## src/rtl/obstacle_pkg.sv

```systemverilog
`default_nettype none
// ============================================================================
// Module   : obstacle_pkg
// Brief    : Shared screen geometry, coordinate widths and FSM encoding for
//            the rectangle plotter.
// Revision : 1.0 - initial release
// ============================================================================
package obstacle_pkg;

    localparam int SCREEN_W_DEF = 160;
    localparam int SCREEN_H_DEF = 120;
    localparam int X_W          = 8;
    localparam int Y_W          = 7;
    localparam int COLOR_W      = 3;

    typedef enum logic [1:0] {
        ST_IDLE = 2'd0,
        ST_DRAW = 2'd1,
        ST_DONE = 2'd2
    } state_t;

endpackage : obstacle_pkg
`default_nettype wire

```

## src/rtl/rect_clip.sv

```systemverilog
`default_nettype none
// ============================================================================
// Module   : rect_clip
// Brief    : Combinational clipping of a rectangle request against the
//            screen: inclusive end coordinates and an empty flag.
// Revision : 1.0 - initial release
// ============================================================================
module rect_clip
    import obstacle_pkg::*;
#(
    parameter int SCREEN_W = SCREEN_W_DEF,
    parameter int SCREEN_H = SCREEN_H_DEF
) (
    input  logic [X_W-1:0] i_x,
    input  logic [Y_W-1:0] i_y,
    input  logic [X_W-1:0] i_w,
    input  logic [Y_W-1:0] i_h,
    output logic [X_W-1:0] o_x_end,
    output logic [Y_W-1:0] o_y_end,
    output logic           o_empty
);

    localparam logic [8:0] c_X_MAX = 9'(SCREEN_W - 1);
    localparam logic [8:0] c_Y_MAX = 9'(SCREEN_H - 1);
    localparam logic [8:0] c_X_LIM = 9'(SCREEN_W);
    localparam logic [8:0] c_Y_LIM = 9'(SCREEN_H);

    logic [8:0] w_x_sum;
    logic [8:0] w_y_sum;
    logic [8:0] w_x_clip;
    logic [8:0] w_y_clip;

    // 9-bit sums cannot overflow; a zero size underflows but is flagged empty
    always_comb begin
        w_x_sum  = {1'b0, i_x} + {1'b0, i_w} - 9'd1;
        w_y_sum  = {2'b00, i_y} + {2'b00, i_h} - 9'd1;
        w_x_clip = (w_x_sum > c_X_MAX) ? c_X_MAX : w_x_sum;
        w_y_clip = (w_y_sum > c_Y_MAX) ? c_Y_MAX : w_y_sum;
        o_x_end  = X_W'(w_x_clip);
        o_y_end  = Y_W'(w_y_clip);
        o_empty  = (i_w == '0) || (i_h == '0) ||
                   ({1'b0, i_x} >= c_X_LIM) || ({2'b00, i_y} >= c_Y_LIM);
    end

endmodule : rect_clip
`default_nettype wire

```

## src/rtl/rect_plotter.sv

```systemverilog
`default_nettype none
// ============================================================================
// Module   : rect_plotter
// Brief    : Accepts rectangle requests and streams one clipped pixel per
//            cycle in raster order to a frame-buffer adapter.
// Revision : 1.0 - initial release
// ============================================================================
module rect_plotter
    import obstacle_pkg::*;
#(
    parameter int SCREEN_W = SCREEN_W_DEF,
    parameter int SCREEN_H = SCREEN_H_DEF
) (
    input  logic               clk,
    input  logic               reset,
    input  logic               req_valid,
    output logic               req_ready,
    input  logic [X_W-1:0]     req_x,
    input  logic [Y_W-1:0]     req_y,
    input  logic [X_W-1:0]     req_w,
    input  logic [Y_W-1:0]     req_h,
    input  logic [COLOR_W-1:0] req_color,
    output logic [X_W-1:0]     xpos,
    output logic [Y_W-1:0]     ypos,
    output logic [COLOR_W-1:0] color,
    output logic               plot,
    output logic               busy,
    output logic               done
);

    state_t               r_state;
    state_t               w_state_next;

    logic [X_W-1:0]       r_xpos;
    logic [Y_W-1:0]       r_ypos;
    logic [COLOR_W-1:0]   r_color;
    logic [X_W-1:0]       r_x0;
    logic [X_W-1:0]       r_x_end;
    logic [Y_W-1:0]       r_y_end;
    logic                 r_plot;
    logic                 r_busy;
    logic                 r_done;
    logic                 r_ready;

    logic [X_W-1:0]       w_x_end;
    logic [Y_W-1:0]       w_y_end;
    logic                 w_empty;
    logic                 w_accept;
    logic                 w_last;

    rect_clip #(
        .SCREEN_W (SCREEN_W),
        .SCREEN_H (SCREEN_H)
    ) u_clip (
        .i_x     (req_x),
        .i_y     (req_y),
        .i_w     (req_w),
        .i_h     (req_h),
        .o_x_end (w_x_end),
        .o_y_end (w_y_end),
        .o_empty (w_empty)
    );

    // Next-state decode; the last pixel is the clipped bottom-right corner
    always_comb begin
        w_accept     = req_valid && r_ready;
        w_last       = (r_xpos == r_x_end) && (r_ypos == r_y_end);
        w_state_next = r_state;
        case (r_state)
            ST_IDLE: if (w_accept) w_state_next = w_empty ? ST_DONE : ST_DRAW;
            ST_DRAW: if (w_last)   w_state_next = ST_DONE;
            ST_DONE:               w_state_next = ST_IDLE;
            default:               w_state_next = ST_IDLE;
        endcase
    end

    // State register
    always_ff @(posedge clk or posedge reset) begin
        if (reset) r_state <= ST_IDLE;
        else       r_state <= w_state_next;
    end

    // Status outputs registered from the next state so they align with it
    always_ff @(posedge clk or posedge reset) begin
        if (reset) begin
            r_plot  <= 1'b0;
            r_done  <= 1'b0;
            r_busy  <= 1'b0;
            r_ready <= 1'b1;
        end else begin
            r_plot  <= (w_state_next == ST_DRAW);
            r_done  <= (w_state_next == ST_DONE);
            r_busy  <= (w_state_next != ST_IDLE);
            r_ready <= (w_state_next == ST_IDLE);
        end
    end

    // Request latch and raster walk; position holds outside DRAW
    always_ff @(posedge clk or posedge reset) begin
        if (reset) begin
            r_xpos  <= '0;
            r_ypos  <= '0;
            r_color <= '0;
            r_x0    <= '0;
            r_x_end <= '0;
            r_y_end <= '0;
        end else begin
            case (r_state)
                ST_IDLE: begin
                    if (w_accept) begin
                        r_x0    <= req_x;
                        r_x_end <= w_x_end;
                        r_y_end <= w_y_end;
                        if (!w_empty) begin
                            r_xpos  <= req_x;
                            r_ypos  <= req_y;
                            r_color <= req_color;
                        end
                    end
                end
                ST_DRAW: begin
                    if (!w_last) begin
                        if (r_xpos == r_x_end) begin
                            r_xpos <= r_x0;
                            r_ypos <= r_ypos + 1'b1;
                        end else begin
                            r_xpos <= r_xpos + 1'b1;
                        end
                    end
                end
                default: ;
            endcase
        end
    end

    assign req_ready = r_ready;
    assign xpos      = r_xpos;
    assign ypos      = r_ypos;
    assign color     = r_color;
    assign plot      = r_plot;
    assign busy      = r_busy;
    assign done      = r_done;

endmodule : rect_plotter
`default_nettype wire

```

## config.mk

```make
export PLATFORM = sky130hd
export DESIGN_NAME = rect_plotter
export DESIGN_NICKNAME = d
export VERILOG_FILES = /design/src/rtl/obstacle_pkg.sv /design/src/rtl/rect_clip.sv /design/src/rtl/rect_plotter.sv
export SDC_FILE = /design/constraint.sdc
export NUM_CORES = 1
export LEC_CHECK = 0
export CAP_MARGIN = 10
export CORE_AREA = 5 5 104 106
export CTS_CLUSTER_DIAMETER = 60
export CTS_CLUSTER_SIZE = 10
export DETAILED_ROUTE_END_ITERATION = 10
export DIE_AREA = 0 0 109 111
export HOLD_SLACK_MARGIN = 0.05
export RECOVER_POWER = 25
export SYNTH_ARGS = -nofsm -noshare
export SYNTH_HDL_FRONTEND = slang
export SYNTH_SLANG_ARGS = --single-unit
```

## constraint.sdc

```tcl
create_clock -name clk -period 2.5 [get_ports clk]
set_input_delay 0.375 -clock clk [delete_from_list [all_inputs] [get_ports clk]]
set_output_delay 0.375 -clock clk [all_outputs]
set_load 0.05 [all_outputs]
```

==> reports/qor.yml, run 1 <==
clkLatencyLatePin_ps: 310
gp_congestion: 0.815
p_int_mw: 2.64
p_sw_mw: 2.23
yosysWarnings: 0
grt_pass1_vias: 2965
cts_max_level: 2
critPathLaunchType: "input port"
overflow: 0
drt_iter0_drc: 123
crit_type: "input port to flop"
synth_area_leaders: "dfrtp_1, ha_1, inv_1"
synth_seq_area_share: 0.352
drv_slew: 0
synthTopCellsByCount: "inv_1, dfrtp_1, ha_1"
die_w_um: 109
final_nets: 553
placed_area_mm2: 0.00440
min_period_over_period: 0.957
cts_tree: "built"
ys_ff_latch: 47
clkSinkCount: 47
antenna_found_initial: 0
multi_input_area_mm2: 0.00201
diodes: 0
core_area_mm2: 0.00968
switching_share: 0.459
viasPerCell: 4.78
drc: 0
start_util: 0.345
setup_viol: 0
holdBufCountCts: 0
synth_area_mm2: 0.00334
drt_pass1_iterations: 4
dp.cells: 605
syn_avg_cell_area_um2: 8.87
drive_gt1_frac: 0.230
wl_per_cell_um: 13.8
vdd_drop_max_v: 0.000505
cp-end-kind: "flop"
clock_power_share: 0.121
arrival_ps: 2590
grt_util_all_layers: 0.145
fmax_ghz: 0.418
area.growth.synth_to_final_pct: 40.9
io_buffer_count: 57
status: "complete, no violations"
grt_pass1_wl_mm: 14.2
rows: 36
drtAntennaViolNets: 0
slew_headroom: 0.430
die-area_mm2: 0.0121
layout.cells.non_filler: 619
die_height_um: 111
wirelength_mm: 8.55
post-place-ws_ps: -623
n_fill_cell: 921
grt_max_degree: 26
synth_top_area_cell: "dfrtp_1"
p_leak_nw: 2.18
cts.clk_slew.worst_paths_ps: 90
fin_skew_ps: 12.0
fin_crit_ps: 2390
p_comb_frac: 0.579
dp_hpwl_mm: 6.82
power_density_mw_per_mm2: 1030
final_hold_viol_count: 0
synth_ff_type: "dfrtp_1"
seqCellArea_mm2: 0.00118
synth_fp_nets: 445
cts_buffers: 5
path_max_fanout: 5
seqPwrFrac: 0.301
io_pins: 58
ys_types: 58
design_area_mm2: 0.00471
hold_ws_ps: 360
ys_async_sr_fraction: 1.00
synth_most_common_cell: "inv_1"
clock_path_buffers: 2
cts_root_buffer: "clkbuf_8"
vias: 2961
synth_edf_count: 0
synth_top_area_frac: 0.344
netlist_instances: 377
worst_ep_required_time_ps: 2690
tightest_slew_ps: 855
holdCritPathClass: "input port to flop"
maxCapViolCount: 0
setup_ws_ps: 108
p_total_mw: 4.87
## logic make-up after synthesis
kind of cell / Yosys count / synth area share
compound gates: 90 / 0.181
xor+xnor: 31 / 0.0812
fa+ha+maj: 32 / 0.124
buf+inv: 79 / 0.0966
flops: 47 / 0.352
mux: 9 / 0.0296
simple gates: 89 / 0.135
## power by group through the flow
stage | registers (mW) | clock network [mW] | logic, mW
finish | 1.46 | 0.587 | 2.82
global route | 1.52 | 0.625 | 3.08
CTS | 1.46 | 0.594 | 2.78
detailed placement | 1.47 | 0 | 2.74
global placement | 1.47 | 0 | 2.69
floorplan | 1.98 | 0 | 1.35
## worst max-delay path, stage by stage
cell           delay, ps
dlygate4sd2_1        230
inv_2                 50
ha_1                 260
inv_1                 60
ha_2                 170
inv_1                 50
fa_2                 340
nor2b_2              130
o31ai_1               90
a21boi_1             140
or2_2                290
a21o_1               210
o22a_1               200
## final cells by class
cell class | instances | area share
clock inverters | 3 | 0.0101
flip-flops and latches | 47 | 0.250
well taps | 133 | 0.0353
clock buffers | 5 | 0.0146
repair buffers | 113 | 0.210
multi-input cells | 251 | 0.426
inverters | 67 | 0.0539
## metrics by stage
stage / util / setup TNS [ps]
CTS: 0.476 / 0
global placement: 0.454 / -10870
finish: 0.487 / 0
floorplan: - / 0
detailed placement: 0.454 / -11120
global route: 0.487 / -26.2
## layer usage
metal  up-vias  share of wire  GRT usage
met5         -              0          0
met4         0          0.010     0.0354
met3         7          0.042     0.0262
met2        49           0.47      0.232
met1      1411           0.48      0.202
li1       1494              -          -
## final timing paths
kind / start / end / slack (ps) / depth (start not counted)
setup / recovery: req_w[1] / r_x_end[2] / 110 / 13
hold / removal: req_x[1] / r_x0[1] / 360 / 3
setup reg to reg: xpos[2] / xpos[5] / 430 / 7
hold reg to reg: r_x0[0] / r_x0[0] / 490 / 2
max in group asynchronous: reset / r_x_end[4] / 710 / 3
min in group asynchronous: reset / r_x0[6] / 670 / 2
## state kept, by name, indices dropped and copies added (netlist names)
name       count
r_x0           8
r_x_end        8
xpos           8
r_y_end        7
ypos           7
color          3
r_state        2
busy           1
done           1
plot           1
req_ready      1
## what timing repair did
item | in CTS | in global routing
cloned | 0 | 0
resized for setup | 26 | 30
pin swaps | 24 | 14
setup buffers | 5 | 1
setup endpoints to repair | 15 | 19
## placed cells by master (no fill, tap or decap), types with 3 or more instances in the layout
cell             synthesis  layout
inv_1                   66      55
nor2_1                  23      23
ha_4                     0       7
o22a_1                   9       9
dfrtp_1                 46      46
and3_1                   5       5
clkdlybuf4s50_1          0      40
a21o_1                   4       4
xor2_1                   8       8
dlygate4sd2_1            0       8
nand4_1                  5       5
o211ai_1                 3       3
o21a_1                   4       4
buf_4                    0      55
mux2_2                   3       3
nand2_1                 23      23
xnor2_1                 23      23
nand3_1                  9       9
a21oi_1                 14      10
mux2i_1                  5       5
dlymetal6s2s_1           0       7
a31oi_1                  8       8
o21ai_0                 26      24
ha_1                    30      21
inv_2                    0      11
nor3_1                   6       6
clkbuf_8                 0       5
Note: power is estimated with default switching activity, not from simulation.
==> run 2, diff against run 1 <==
TNS_END_PERCENT = 10   (was not set)
==> run 2 against run 1 <==
Clock power hardly changed. Clock skew hardly changed. Combinational power hardly changed. Non-clock buffer count is 1 lower. Via count is 0.30% lower.
==> reports/qor.yml, run 2 (synthesized netlist as in run 1, its figures left out) <==
critPathLaunchType: "input port"  # unchanged
drc: 0  # unchanged
holdBufCountCts: 0  # unchanged
drv_slew: 0  # unchanged
area.growth.synth_to_final_pct: 41.0  # was 40.9%
drt_pass1_iterations: 4  # unchanged
p_total_mw: 4.87  # about the same
core_area_mm2: 0.00968  # unchanged
clkSinkCount: 47  # unchanged
viasPerCell: 4.78  # about the same
clkLatencyLatePin_ps: 310  # about the same
overflow: 0  # unchanged
final_cell_mix: "inv_1, buf_4, dfrtp_1"  # unchanged
cts_buffers: 5  # unchanged
fin_skew_ps: 11.8  # was 12.0 ps
drive_gt1_frac: 0.225  # was 0.230
cts.clk_slew.worst_paths_ps: 90  # about the same
antenna_found_initial: 0  # unchanged
setup_tns_ps: 0  # unchanged
cts_root_buffer: "clkbuf_8"  # unchanged
final_nets: 552  # was 553
drt_iter0_drc: 115  # was 123
dp.cells: 605  # unchanged
design_area_mm2: 0.00471  # about the same
slew_headroom: 0.429  # was 0.430
die_height_um: 111  # unchanged
vias: 2952  # was 2,961
die-area_mm2: 0.0121  # unchanged
cp-end-kind: "flop"  # unchanged
final_common_cell: "inv_1"
min_period_over_period: 0.963  # was 0.957
post-place-ws_ps: -623  # unchanged
grt_pass1_wl_mm: 14.2  # about the same
setup_ws_ps: 92.7  # was 108 ps
crit_type: "input port to flop"  # unchanged
power_density_mw_per_mm2: 1030  # about the same
tightest_slew_ps: 855  # about the same
drtAntennaViolNets: 0  # unchanged
grt_max_degree: 26  # unchanged
cts_tree: "built"  # unchanged
grt_pass1_vias: 2959  # was 2,965
final_util: 0.487  # about the same
p_leak_nw: 2.18  # about the same
layout.cells.non_filler: 618  # was 619
setup_viol: 0  # unchanged
cts_max_level: 2  # unchanged
fmax_ghz: 0.415  # was 0.418 GHz
wirelength_mm: 8.55  # about the same
arrival_ps: 2600  # was 2590 ps
hold_ws_ps: 401  # was 360 ps
grt_util_all_layers: 0.145  # about the same
io_pins: 58  # unchanged
worst_ep_required_time_ps: 2690  # about the same
start_util: 0.345  # unchanged
status: "complete, no violations"  # unchanged
dp_hpwl_mm: 6.82  # unchanged
fin_crit_ps: 2410  # was 2390 ps
wl_per_cell_um: 13.8  # about the same
io_buffer_count: 57  # unchanged
final_hold_viol_count: 0  # unchanged
grt_setup_unrepaired: "yes"
diodes: 0  # unchanged
maxCapViolCount: 0  # unchanged
die_w_um: 109  # unchanged
path_max_fanout: 5  # unchanged
rows: 36  # unchanged
holdCritPathClass: "input port to flop"  # unchanged
placed_area_mm2: 0.00440  # unchanged
clock_path_buffers: 2  # unchanged
gp_congestion: 0.815  # unchanged
vdd_drop_max_v: 0.000506  # was 0.000505 V
-- run 2: changes by cell type in the layout (fill, tap and decap cells not counted), sizes merged --
cell	before	now
clkdlybuf4s15	0	1
clkbuf	7	6
clkdlybuf4s50	40	41
buf	55	54
dlygate4sd2	8	6
dlymetal6s2s	7	8
-- run 2: routing by layer --
| metal | global-route usage | wire (um) | up-vias |
|---|---|---|---|
| met5 | 0 | 0 | - |
| met2 | 0.232 | 4000 | 51 |
| li1 | - | - | 1495 |
| met1 | 0.202 | 4080 | 1399 |
| met4 | 0.0354 | 88 | 0 |
| met3 | 0.0262 | 380 | 7 |
-- run 2: power breakdown --
group,switching [mW],internal [mW],leakage [nW]
registers,0.366,1.10,0.545
clock network,0.286,0.304,0.0587
logic,1.58,1.23,1.58
total,2.23,2.64,2.18
-- run 2: path summary, 6_finish.rpt --
check                      cells after the start          to  slack, ps     start
max                                           11  r_x_end[2]         90  req_x[4]
min                                            3     xpos[3]        400  req_x[3]
max reg2reg                                    7     xpos[5]        430   xpos[2]
min reg2reg                                    2     r_x0[0]        490   r_x0[0]
max in group asynchronous                      3  r_x_end[4]        710     reset
min in group asynchronous                      2     r_x0[6]        670     reset
-- run 2: worst max-delay path, stage by stage --
cell and delay [ps]:
clkdlybuf4s50_1 480, inv_1 60, ha_1 280, inv_1 100, ha_4 210, o211ai_1 130, o21ai_2 100, xor2_1 170
or2_2 270, a21o_1 210, o22a_1 200
-- run 2: cell type report --
class / count / area, um2
flip-flops and latches: 47 / 1180
repair buffers: 112 / 993
multi-input cells: 251 / 2010
clock inverters: 3 / 47.5
well taps: 133 / 166
fillers: 924 / 4970
clock buffers: 5 / 68.8
inverters: 67 / 254
-- run 2: what timing repair did --
item,in CTS,in global routing
buffers inserted,4,1
gates resized for setup,25,28
setup endpoints to repair,15,19
cloned,0,0
pin swaps,21,13
==> run 3, diff against run 2 <==
--- a/config.mk
+++ b/config.mk
@@ -7,9 +7,9 @@
 export LEC_CHECK = 0
 export CAP_MARGIN = 10
-export CORE_AREA = 5 5 104 106
+export CORE_AREA = 5 5 98 100
 export CTS_CLUSTER_DIAMETER = 60
-export CTS_CLUSTER_SIZE = 10
+export CTS_CLUSTER_SIZE = 30
 export DETAILED_ROUTE_END_ITERATION = 10
-export DIE_AREA = 0 0 109 111
+export DIE_AREA = 0 0 103 105
 export HOLD_SLACK_MARGIN = 0.05
 export RECOVER_POWER = 25
==> constraint.sdc (replaced) <==
create_clock -name clk -period 2.5 [get_ports clk]
set_input_delay 0.5 -clock clk [delete_from_list [all_inputs] [get_ports clk]]
set_output_delay 0.5 -clock clk [all_outputs]
set_load 0.05 [all_outputs]
==> run 3 against run 2 <==
Design area is 1.1% higher. Highest routed layer unchanged. Non-clock buffer count increased by 5. Clock power is 19% lower. Worst hold slack improved by 90 ps.
==> reports/qor.yml, run 3 (synthesized netlist as in run 1, its figures left out) <==
die-area_mm2: 0.0108  # was 0.0121 mm2
area.growth.synth_to_final_pct: 42.6  # was 41.0%
setup_viol: 0  # unchanged
gp_congestion: 0.845  # was 0.815
design_area_mm2: 0.00477  # was 0.00471 mm2
cts_root_buffer: "clkbuf_8"  # unchanged
dp_hpwl_mm: 6.73  # was 6.82 mm
diodes: 0  # unchanged
wl_per_cell_um: 14.4  # was 13.8 um
drt_pass1_iterations: 4  # unchanged
grt_max_degree: 48  # was 26
cts_tree: "built"  # unchanged
final_nets: 557  # was 552
worst_ep_required_time_ps: 2680  # was 2690 ps
cp-end-kind: "flop"  # unchanged
fmax_ghz: 0.418  # was 0.415 GHz
grt_util_all_layers: 0.165  # was 0.145
hold_ws_ps: 491  # was 401 ps
reg2reg_to: "ypos[5]"  # was xpos[5]
clkSinkCount: 47  # unchanged
final_cell_mix: "buf_4, dfrtp_1, inv_1"  # was inv_1, buf_4, dfrtp_1
layout.cells.non_filler: 598  # was 618
drt_iter0_drc: 50  # was 115
holdCritPathClass: "flop to flop"  # was input port to flop
holdBufCountCts: 0  # unchanged
path_max_fanout: 5  # unchanged
arrival_ps: 2570  # was 2600 ps
critPathLaunchType: "input port"  # unchanged
status: "complete, no violations"  # unchanged
maxCapViolCount: 0  # unchanged
vias: 2954  # was 2,952
vdd_drop_max_v: 0.000523  # was 0.000506 V
placed_area_mm2: 0.00440  # about the same
fin_crit_ps: 2390  # was 2410 ps
slew_headroom: 0.215  # was 0.429
drc: 0  # unchanged
die_height_um: 105  # was 111 um
rows: 34  # was 36
post-place-ws_ps: -696  # was -623 ps
min_period_over_period: 0.957  # was 0.963
viasPerCell: 4.94  # was 4.78
setup_ws_ps: 108  # was 92.7 ps
antenna_found_initial: 0  # unchanged
io_pins: 58  # unchanged
rrSetupSlack_ps: 450  # was 430 ps
tightest_slew_ps: 1180  # was 855 ps
power_density_mw_per_mm2: 1010  # was 1030 mW/mm2
grt_pass1_vias: 2995  # was 2,959
core_area_mm2: 0.00859  # was 0.00968 mm2
overflow: 0  # unchanged
final_util: 0.555  # was 0.487
die_w_um: 103  # was 109 um
p_leak_nw: 2.20  # was 2.18 nW
grt_pass1_wl_mm: 14.4  # was 14.2 mm
start_util: 0.389  # was 0.345
clock_path_buffers: 2  # unchanged
drv_slew: 0  # unchanged
hold_depth: 2  # was 3
cts_max_level: 2  # unchanged
clkLatencyLatePin_ps: 290  # was 310 ps
io_buffer_count: 57  # unchanged
crit_type: "input port to flop"  # unchanged
fin_skew_ps: 9.23  # was 11.8 ps
drive_gt1_frac: 0.280  # was 0.225
drtAntennaViolNets: 0  # unchanged
dp.cells: 582  # was 605
final_hold_viol_count: 0  # unchanged
ff2ff_path_depth: 6  # was 7
final_common_cell: "buf_4"  # was inv_1
worstHoldStart: "r_x0[2]"  # was req_x[3]
cts.clk_slew.worst_paths_ps: 90  # about the same
p_total_mw: 4.81  # was 4.87 mW
wirelength_mm: 8.63  # was 8.55 mm
cts_buffers: 5  # unchanged
timing.rr.start: "r_state[0]"  # was xpos[2]
setup_tns_ps: 0  # unchanged
hold_end: "r_x0[2]"  # was xpos[3]
[run 3: cell types whose count changed in the layout (fill, tap and decap cells not counted), moves of 2 or more]
cell / change
inv_1: -13
inv_2: +12
clkdlybuf4s50_1: -10
ha_1: -8
ha_4: +8
buf_4: +5
dlygate4sd2_1: +5
clkbuf_2: +3
a21oi_1: +2
[run 3: cell type report]
cell class                 instances  area, um2
fill                             784       3830
multi-input combinational        251       2100
sequential                        47       1180
timing repair buffer             117       1010
inverter                          67        254
tap                              108        135
clock buffer                       7       86.3
clock inverter                     1       8.76
[run 3: where the power goes]
part           internal, mW  switching [mW]  total [mW]
logic                  1.27            1.59        2.86
clock network         0.227           0.249       0.476
registers              1.10           0.379        1.48
[run 3: critical path, stage by stage]
cell,delay [ps]
buf_2,120
inv_2,90
ha_4,200
inv_1,50
ha_2,170
inv_2,40
fa_2,390
nor2b_2,140
o31ai_2,80
a21boi_2,160
or2_4,250
a21o_4,220
o22a_1,150
[run 3: routing by layer]
layer  share of wire  GRT usage  up-vias
li1                -          -     1503
met1            0.49      0.237     1391
met2            0.47      0.260       51
met3           0.028     0.0220        9
met4           0.012     0.0416        0
met5               0          0        -
[run 3: how the worst max path moves through the flow]
stage          depth (start not counted)    endpoint      from
6_report                              13  r_x_end[3]  req_x[1]
5_1_grt                               12  r_y_end[2]  req_y[1]
4_1_cts                               12  r_y_end[2]  req_h[1]
3_5_place_dp                          13  r_x_end[3]  req_x[1]
3_3_place_gp                          13  r_x_end[4]  req_x[1]
2_1_floorplan                         11  r_y_end[2]  req_y[1]
[run 3: timing repair]
action | in CTS | in global routing
gates resized for setup | 53 | 33
buffers inserted | 6 | 2
pin swaps | 25 | 16
endpoints found under the setup margin | 15 | 26
